### src/rtl/lector_destinos_pkg.sv
// Shared definitions for the destination reader: FSM encoding and word layout.
package lector_destinos_pkg;

    localparam int WORD_W_DEF = 6;

    // Word layout: VC flag, destination index, payload nibble.
    localparam int VC_BIT   = 5;
    localparam int DEST_BIT = 4;
    localparam int DATA_HI  = 3;
    localparam int DATA_LO  = 0;

    typedef enum logic [1:0] {
        ST_WAIT = 2'd0,
        ST_READ = 2'd1,
        ST_HALT = 2'd2
    } state_t;

    function automatic logic word_vc(input logic [WORD_W_DEF-1:0] w);
        return w[VC_BIT];
    endfunction

    function automatic logic word_dest(input logic [WORD_W_DEF-1:0] w);
        return w[DEST_BIT];
    endfunction

    function automatic logic [DATA_HI-DATA_LO:0] word_data(input logic [WORD_W_DEF-1:0] w);
        return w[DATA_HI:DATA_LO];
    endfunction

endpackage

### src/rtl/lector_destinos_arbitro.sv
// Two-way round-robin arbiter. The priority pointer only moves when both
// requesters competed, so a lone requester never steals the other's turn.
module arbitro_rr (
    input  logic       clk,
    input  logic       reset,
    input  logic [1:0] req,
    input  logic       advance,
    output logic       grant
);

    logic ptr;

    // Grant the pointer's favourite when both request, otherwise the only requester.
    always_comb begin
        grant = ptr;
        if (req == 2'b01) begin
            grant = 1'b0;
        end else if (req == 2'b10) begin
            grant = 1'b1;
        end
    end

    // Hand priority to the other side after a contested pop.
    always_ff @(posedge clk or posedge reset) begin
        if (reset) begin
            ptr <= 1'b0;
        end else if (advance && (req == 2'b11)) begin
            ptr <= ~grant;
        end
    end

endmodule

### src/rtl/lector_destinos.sv
// Reads words from two destination FIFOs with round-robin arbitration,
// tracks one in-flight pop, and reports the received word plus statistics.
module lector_destinos
    import lector_destinos_pkg::*;
#(
    parameter int CNT_W  = 8,
    parameter int WORD_W = WORD_W_DEF
) (
    input  logic              clk,
    input  logic              reset,
    input  logic              active_in,
    input  logic              idle_in,
    input  logic              error_in,
    input  logic              enable,
    input  logic              empty_D0,
    input  logic              empty_D1,
    input  logic [WORD_W-1:0] data_D0,
    input  logic [WORD_W-1:0] data_D1,
    output logic              pop_D0,
    output logic              pop_D1,
    output logic [WORD_W-1:0] data_out,
    output logic              valid_out,
    output logic              dest_out,
    output logic              mismatch_err,
    output logic [CNT_W-1:0]  count_D0,
    output logic [CNT_W-1:0]  count_D1,
    output logic              drained,
    output logic [1:0]        state_out
);

    state_t            state;
    state_t            state_next;
    logic              grant;
    logic              can_pop;
    logic              pop_any;
    logic              tag_valid;
    logic              tag_idx;
    logic [WORD_W-1:0] cap_word;

    arbitro_rr u_arbitro (
        .clk     (clk),
        .reset   (reset),
        .req     ({~empty_D1, ~empty_D0}),
        .advance (pop_any),
        .grant   (grant)
    );

    // Pop strobes follow the grant; only one FIFO can be granted per cycle.
    always_comb begin
        can_pop = (state == ST_READ) && enable;
        pop_D0  = can_pop && !empty_D0 && (grant == 1'b0);
        pop_D1  = can_pop && !empty_D1 && (grant == 1'b1);
        pop_any = pop_D0 || pop_D1;
    end

    // Next-state logic; an error overrides everything and HALT is terminal.
    always_comb begin
        state_next = state;
        case (state)
            ST_WAIT: if (active_in)  state_next = ST_READ;
            ST_READ: if (!active_in) state_next = ST_WAIT;
            ST_HALT: state_next = ST_HALT;
            default: state_next = ST_WAIT;
        endcase
        if (error_in) begin
            state_next = ST_HALT;
        end
    end

    // State register.
    always_ff @(posedge clk or posedge reset) begin
        if (reset) begin
            state <= ST_WAIT;
        end else begin
            state <= state_next;
        end
    end

    // In-flight tag remembers which FIFO was popped so its data can be captured next cycle.
    always_ff @(posedge clk or posedge reset) begin
        if (reset) begin
            tag_valid <= 1'b0;
            tag_idx   <= 1'b0;
        end else begin
            tag_valid <= pop_any;
            if (pop_any) begin
                tag_idx <= pop_D1;
            end
        end
    end

    assign cap_word = tag_idx ? data_D1 : data_D0;

    // Capture the popped word, flag destination mismatches and count per destination.
    always_ff @(posedge clk or posedge reset) begin
        if (reset) begin
            valid_out    <= 1'b0;
            data_out     <= '0;
            dest_out     <= 1'b0;
            mismatch_err <= 1'b0;
            count_D0     <= '0;
            count_D1     <= '0;
        end else begin
            valid_out <= tag_valid;
            if (tag_valid) begin
                data_out <= cap_word;
                dest_out <= tag_idx;
                if (cap_word[DEST_BIT] != tag_idx) begin
                    mismatch_err <= 1'b1;
                end
                if (!tag_idx && (count_D0 != {CNT_W{1'b1}})) begin
                    count_D0 <= count_D0 + 1'b1;
                end
                if (tag_idx && (count_D1 != {CNT_W{1'b1}})) begin
                    count_D1 <= count_D1 + 1'b1;
                end
            end
        end
    end

    assign drained   = (state == ST_READ) && empty_D0 && empty_D1 && !tag_valid && idle_in;
    assign state_out = state;

endmodule

### config.mk
export PLATFORM = sky130hd
export DESIGN_NAME = lector_destinos
export DESIGN_NICKNAME = d
export VERILOG_FILES = /design/src/rtl/lector_destinos_pkg.sv /design/src/rtl/lector_destinos_arbitro.sv /design/src/rtl/lector_destinos.sv
export SDC_FILE = /design/constraint.sdc
export NUM_CORES = 1
export LEC_CHECK = 0
export BUFFER_PORTS_ARGS = -buffer_cell sky130_fd_sc_hd__buf_2
export CORE_ASPECT_RATIO = 1.1
export CORE_MARGIN = 2
export CORE_UTILIZATION = 54
export CTS_BUF_LIST = sky130_fd_sc_hd__clkbuf_2
export DETAILED_ROUTE_END_ITERATION = 8
export GPL_TIMING_DRIVEN = 0
export PLACE_DENSITY = 0.85
export SYNTH_ARGS = -nofsm -noshare
export SYNTH_HDL_FRONTEND = slang
export SYNTH_SLANG_ARGS = --single-unit
### constraint.sdc
create_clock -name clk -period 3.3 [get_ports clk]
set_input_delay 0.66 -clock clk [delete_from_list [all_inputs] [get_ports clk]]
set_output_delay 0.66 -clock clk [all_outputs]
set_load 0.01 [all_outputs]
==> results.sh <==
export IMPL_die_w_um=52.2
export IMPL_worstHoldStart="tag_valid"
export IMPL_fin_area_um2=1700
export IMPL_peakVddDrop_uv=337
export IMPL_core_um2=2470
export IMPL_finalHoldViolCount=0
export IMPL_critPathCapture="drained"
export IMPL_die_y_um=57.0
export IMPL_ant_nets=0
export IMPL_path_class="reg -> out"
export IMPL_postPlaceCellArea_um2=1670
export IMPL_seq_area_frac_synth=0.543
export IMPL_worst_path_max_fanout=10
export IMPL_status="finished clean"
export IMPL_postSynthAreaPerCell_um2=11.0
export IMPL_maxSlewViolCount=0
export IMPL_numCtsBuffers=5
export IMPL_postCtsHoldBufs=0
export IMPL_initial_utilization=0.559
export IMPL_synth_area_leaders="dfrtp_1, nor2_1, xnor2_1"
export IMPL_synthFlopType="dfrtp_1"
export IMPL_startpoint_type="flop"
export IMPL_std_cell_rows=19
export IMPL_r2r_start="count_D1[0]"
export IMPL_drt_pass1_iter_count=4
export IMPL_vias=1111
export IMPL_top_level_ports=50
export IMPL_drc=0
export IMPL_reg2reg_to="count_D1[6]"
export IMPL_routedWlPerCell_um=12.7
export IMPL_drt_wl_total_um=2720
export IMPL_cts_buffer_depth=2
export IMPL_area_growth_syn_to_layout_pct=23.4
export IMPL_antenna_found_initial=0
export IMPL_place_congestion=0.710
export IMPL_hold_class="reg -> reg"
export IMPL_overflow=0
export IMPL_p_leak_nw=0.880
export IMPL_fin_crit_sh=0.661
export IMPL_io_buffer_count=49
export IMPL_final_util=0.689
export IMPL_crit_start="tag_valid"
export IMPL_root_buffer="clkbuf_2"
export IMPL_fin_crit_ns=2.18
export IMPL_synth_top_area_frac=0.543
export IMPL_ctsResizeCount=0
export IMPL_cts_tree="done"
export IMPL_drt_iter0_drc=16
export IMPL_fin_nets=204
export IMPL_grt_usage=0.205
export IMPL_clk_latency_ns=0.36
export IMPL_drive_gt1_frac=0.361
export IMPL_grt_max_degree=31
export IMPL_worst_slew_pin_slew_ns=1.08
export IMPL_timing_hold_ws_ns=0.416
export IMPL_rsz0062_at_grt="no"
export IMPL_yosys_warnings=0
export IMPL_cts_htree_levels=2
export IMPL_setup_viol=0
export IMPL_grt_pass1_wl_um=4510
export IMPL_grt_pass1_vias=1064
export IMPL_fillers=221
export IMPL_r2r_cells=5
export IMPL_max_freq_mhz=458
export IMPL_maxCapViolCount=0
export IMPL_ys_seq_elements=30
export IMPL_yosysMostFrequentCell="dfrtp_1"
export IMPL_syn_inst=126
export IMPL_synth_area_um2=1380
export IMPL_finalClockSkew_ns=0.0179
export IMPL_synth_distinct_cells=34
export IMPL_yosys_top_cells_count="dfrtp_1, nor2_1, a21oi_1"
export IMPL_cts_setup_buffers=0
export IMPL_slew_limit_headroom=0.279
export IMPL_viasPerCell=5.19
export IMPL_yosysTopAreaCell="dfrtp_1"
export IMPL_cp_required_ns=2.64
export IMPL_dp_hpwl_um=2060
export IMPL_hold_depth=0
export IMPL_synth_edf_count=0
export IMPL_cts_sinks=30
export IMPL_num_antenna_cells=0
export IMPL_ys_async_sr_fraction=1.00
export IMPL_syn_nets=148
export IMPL_worst_endpoint_arrival_ns=1.52
export IMPL_power_density_nw_per_um2=339
export IMPL_path_clk_slew_ns=0.14
export IMPL_r2r_slack_ns=1.77
export IMPL_critPathCaptureType="output pin"
export IMPL_die_area_um2=2980
export IMPL_setup_tns_ns=0
==> critical path: stages (launching register included) <==
cell      delay (ns)
dfrtp_1         0.41
buf_4           0.18
clkbuf_1        0.22
nor3b_1         0.21
buf_2           0.15
==> layout by cell type, fill, tap and decap left out, types with 3 or more instances in the layout <==
cell,count
nand3_1,5
a21oi_1,10
buf_2,50
mux2_1,4
nand2_1,7
dfrtp_1,30
inv_1,4
clkbuf_2,6
nand4_1,3
xor2_1,3
mux2i_1,6
xnor2_1,7
nor2_1,17
==> power by group <==
| group | switching (W) | internal (W) | leakage [nW] |
|---|---|---|---|
| clock network | 0.000119 | 0.0000520 | 0.0304 |
| registers | 0.00000273 | 0.000371 | 0.383 |
| logic | 0.0000186 | 0.0000150 | 0.466 |
==> per-stage QoR <==
stage	cells	worst slack (ns)	total power, W
floorplan	126	1.50	0.000396
global placement	206	1.37	0.000413
detailed placement	206	1.34	0.000415
CTS	214	1.08	0.000588
global route	214	0.974	0.000607
finish	214	1.12	0.000578
==> worst min-delay path by stage <==
stage	to	slack, ns
floorplan	valid_out	0.37
global placement	valid_out	0.38
detailed placement	valid_out	0.38
CTS	valid_out	0.42
global route	state_out[0]	0.45
finish	valid_out	0.42
==> registers in the layout, summed over array words and instances (netlist names) <==
| register | cells |
|---|---|
| tag_idx | 1 |
| mismatch_err | 1 |
| count_D0 | 8 |
| valid_out | 1 |
| count_D1 | 8 |
| dest_out | 1 |
| u_arbitro.ptr | 1 |
| tag_valid | 1 |
| data_out | 6 |
| state_out | 2 |
==> routing by layer <==
metal  GRT usage  vias up  part of all wire
met5           0        -                 0
met4      0.0879        0             0.017
met3      0.0550        8             0.048
met2       0.358       31              0.52
met1       0.233      517              0.42
li1            -      555                 -
==> layout make-up <==
cell class              count  area, um2  area share
repair buffers             49        245       0.144
flip-flops and latches     30        751       0.441
well taps                  31       38.8      0.0228
plain buffers               3       16.3     0.00954
inverters                   4       15.0     0.00881
multi-input cells          89        599       0.352
clock buffers               6       30.0      0.0176
clock inverters             2       8.76     0.00514
==> cells by family (layout without fill, tap and decap cells) <==
family	count (synthesis)	count (layout)	share of synthesized area
compound gates	18	18	0.0752
xor+xnor	10	10	0.0634
fa+ha+maj	2	2	0.0181
buf+inv	7	64	0.0226
flops	30	30	0.543
mux	10	10	0.0761
simple gates	49	49	0.201
Note: power is estimated with default switching activity, not from simulation.
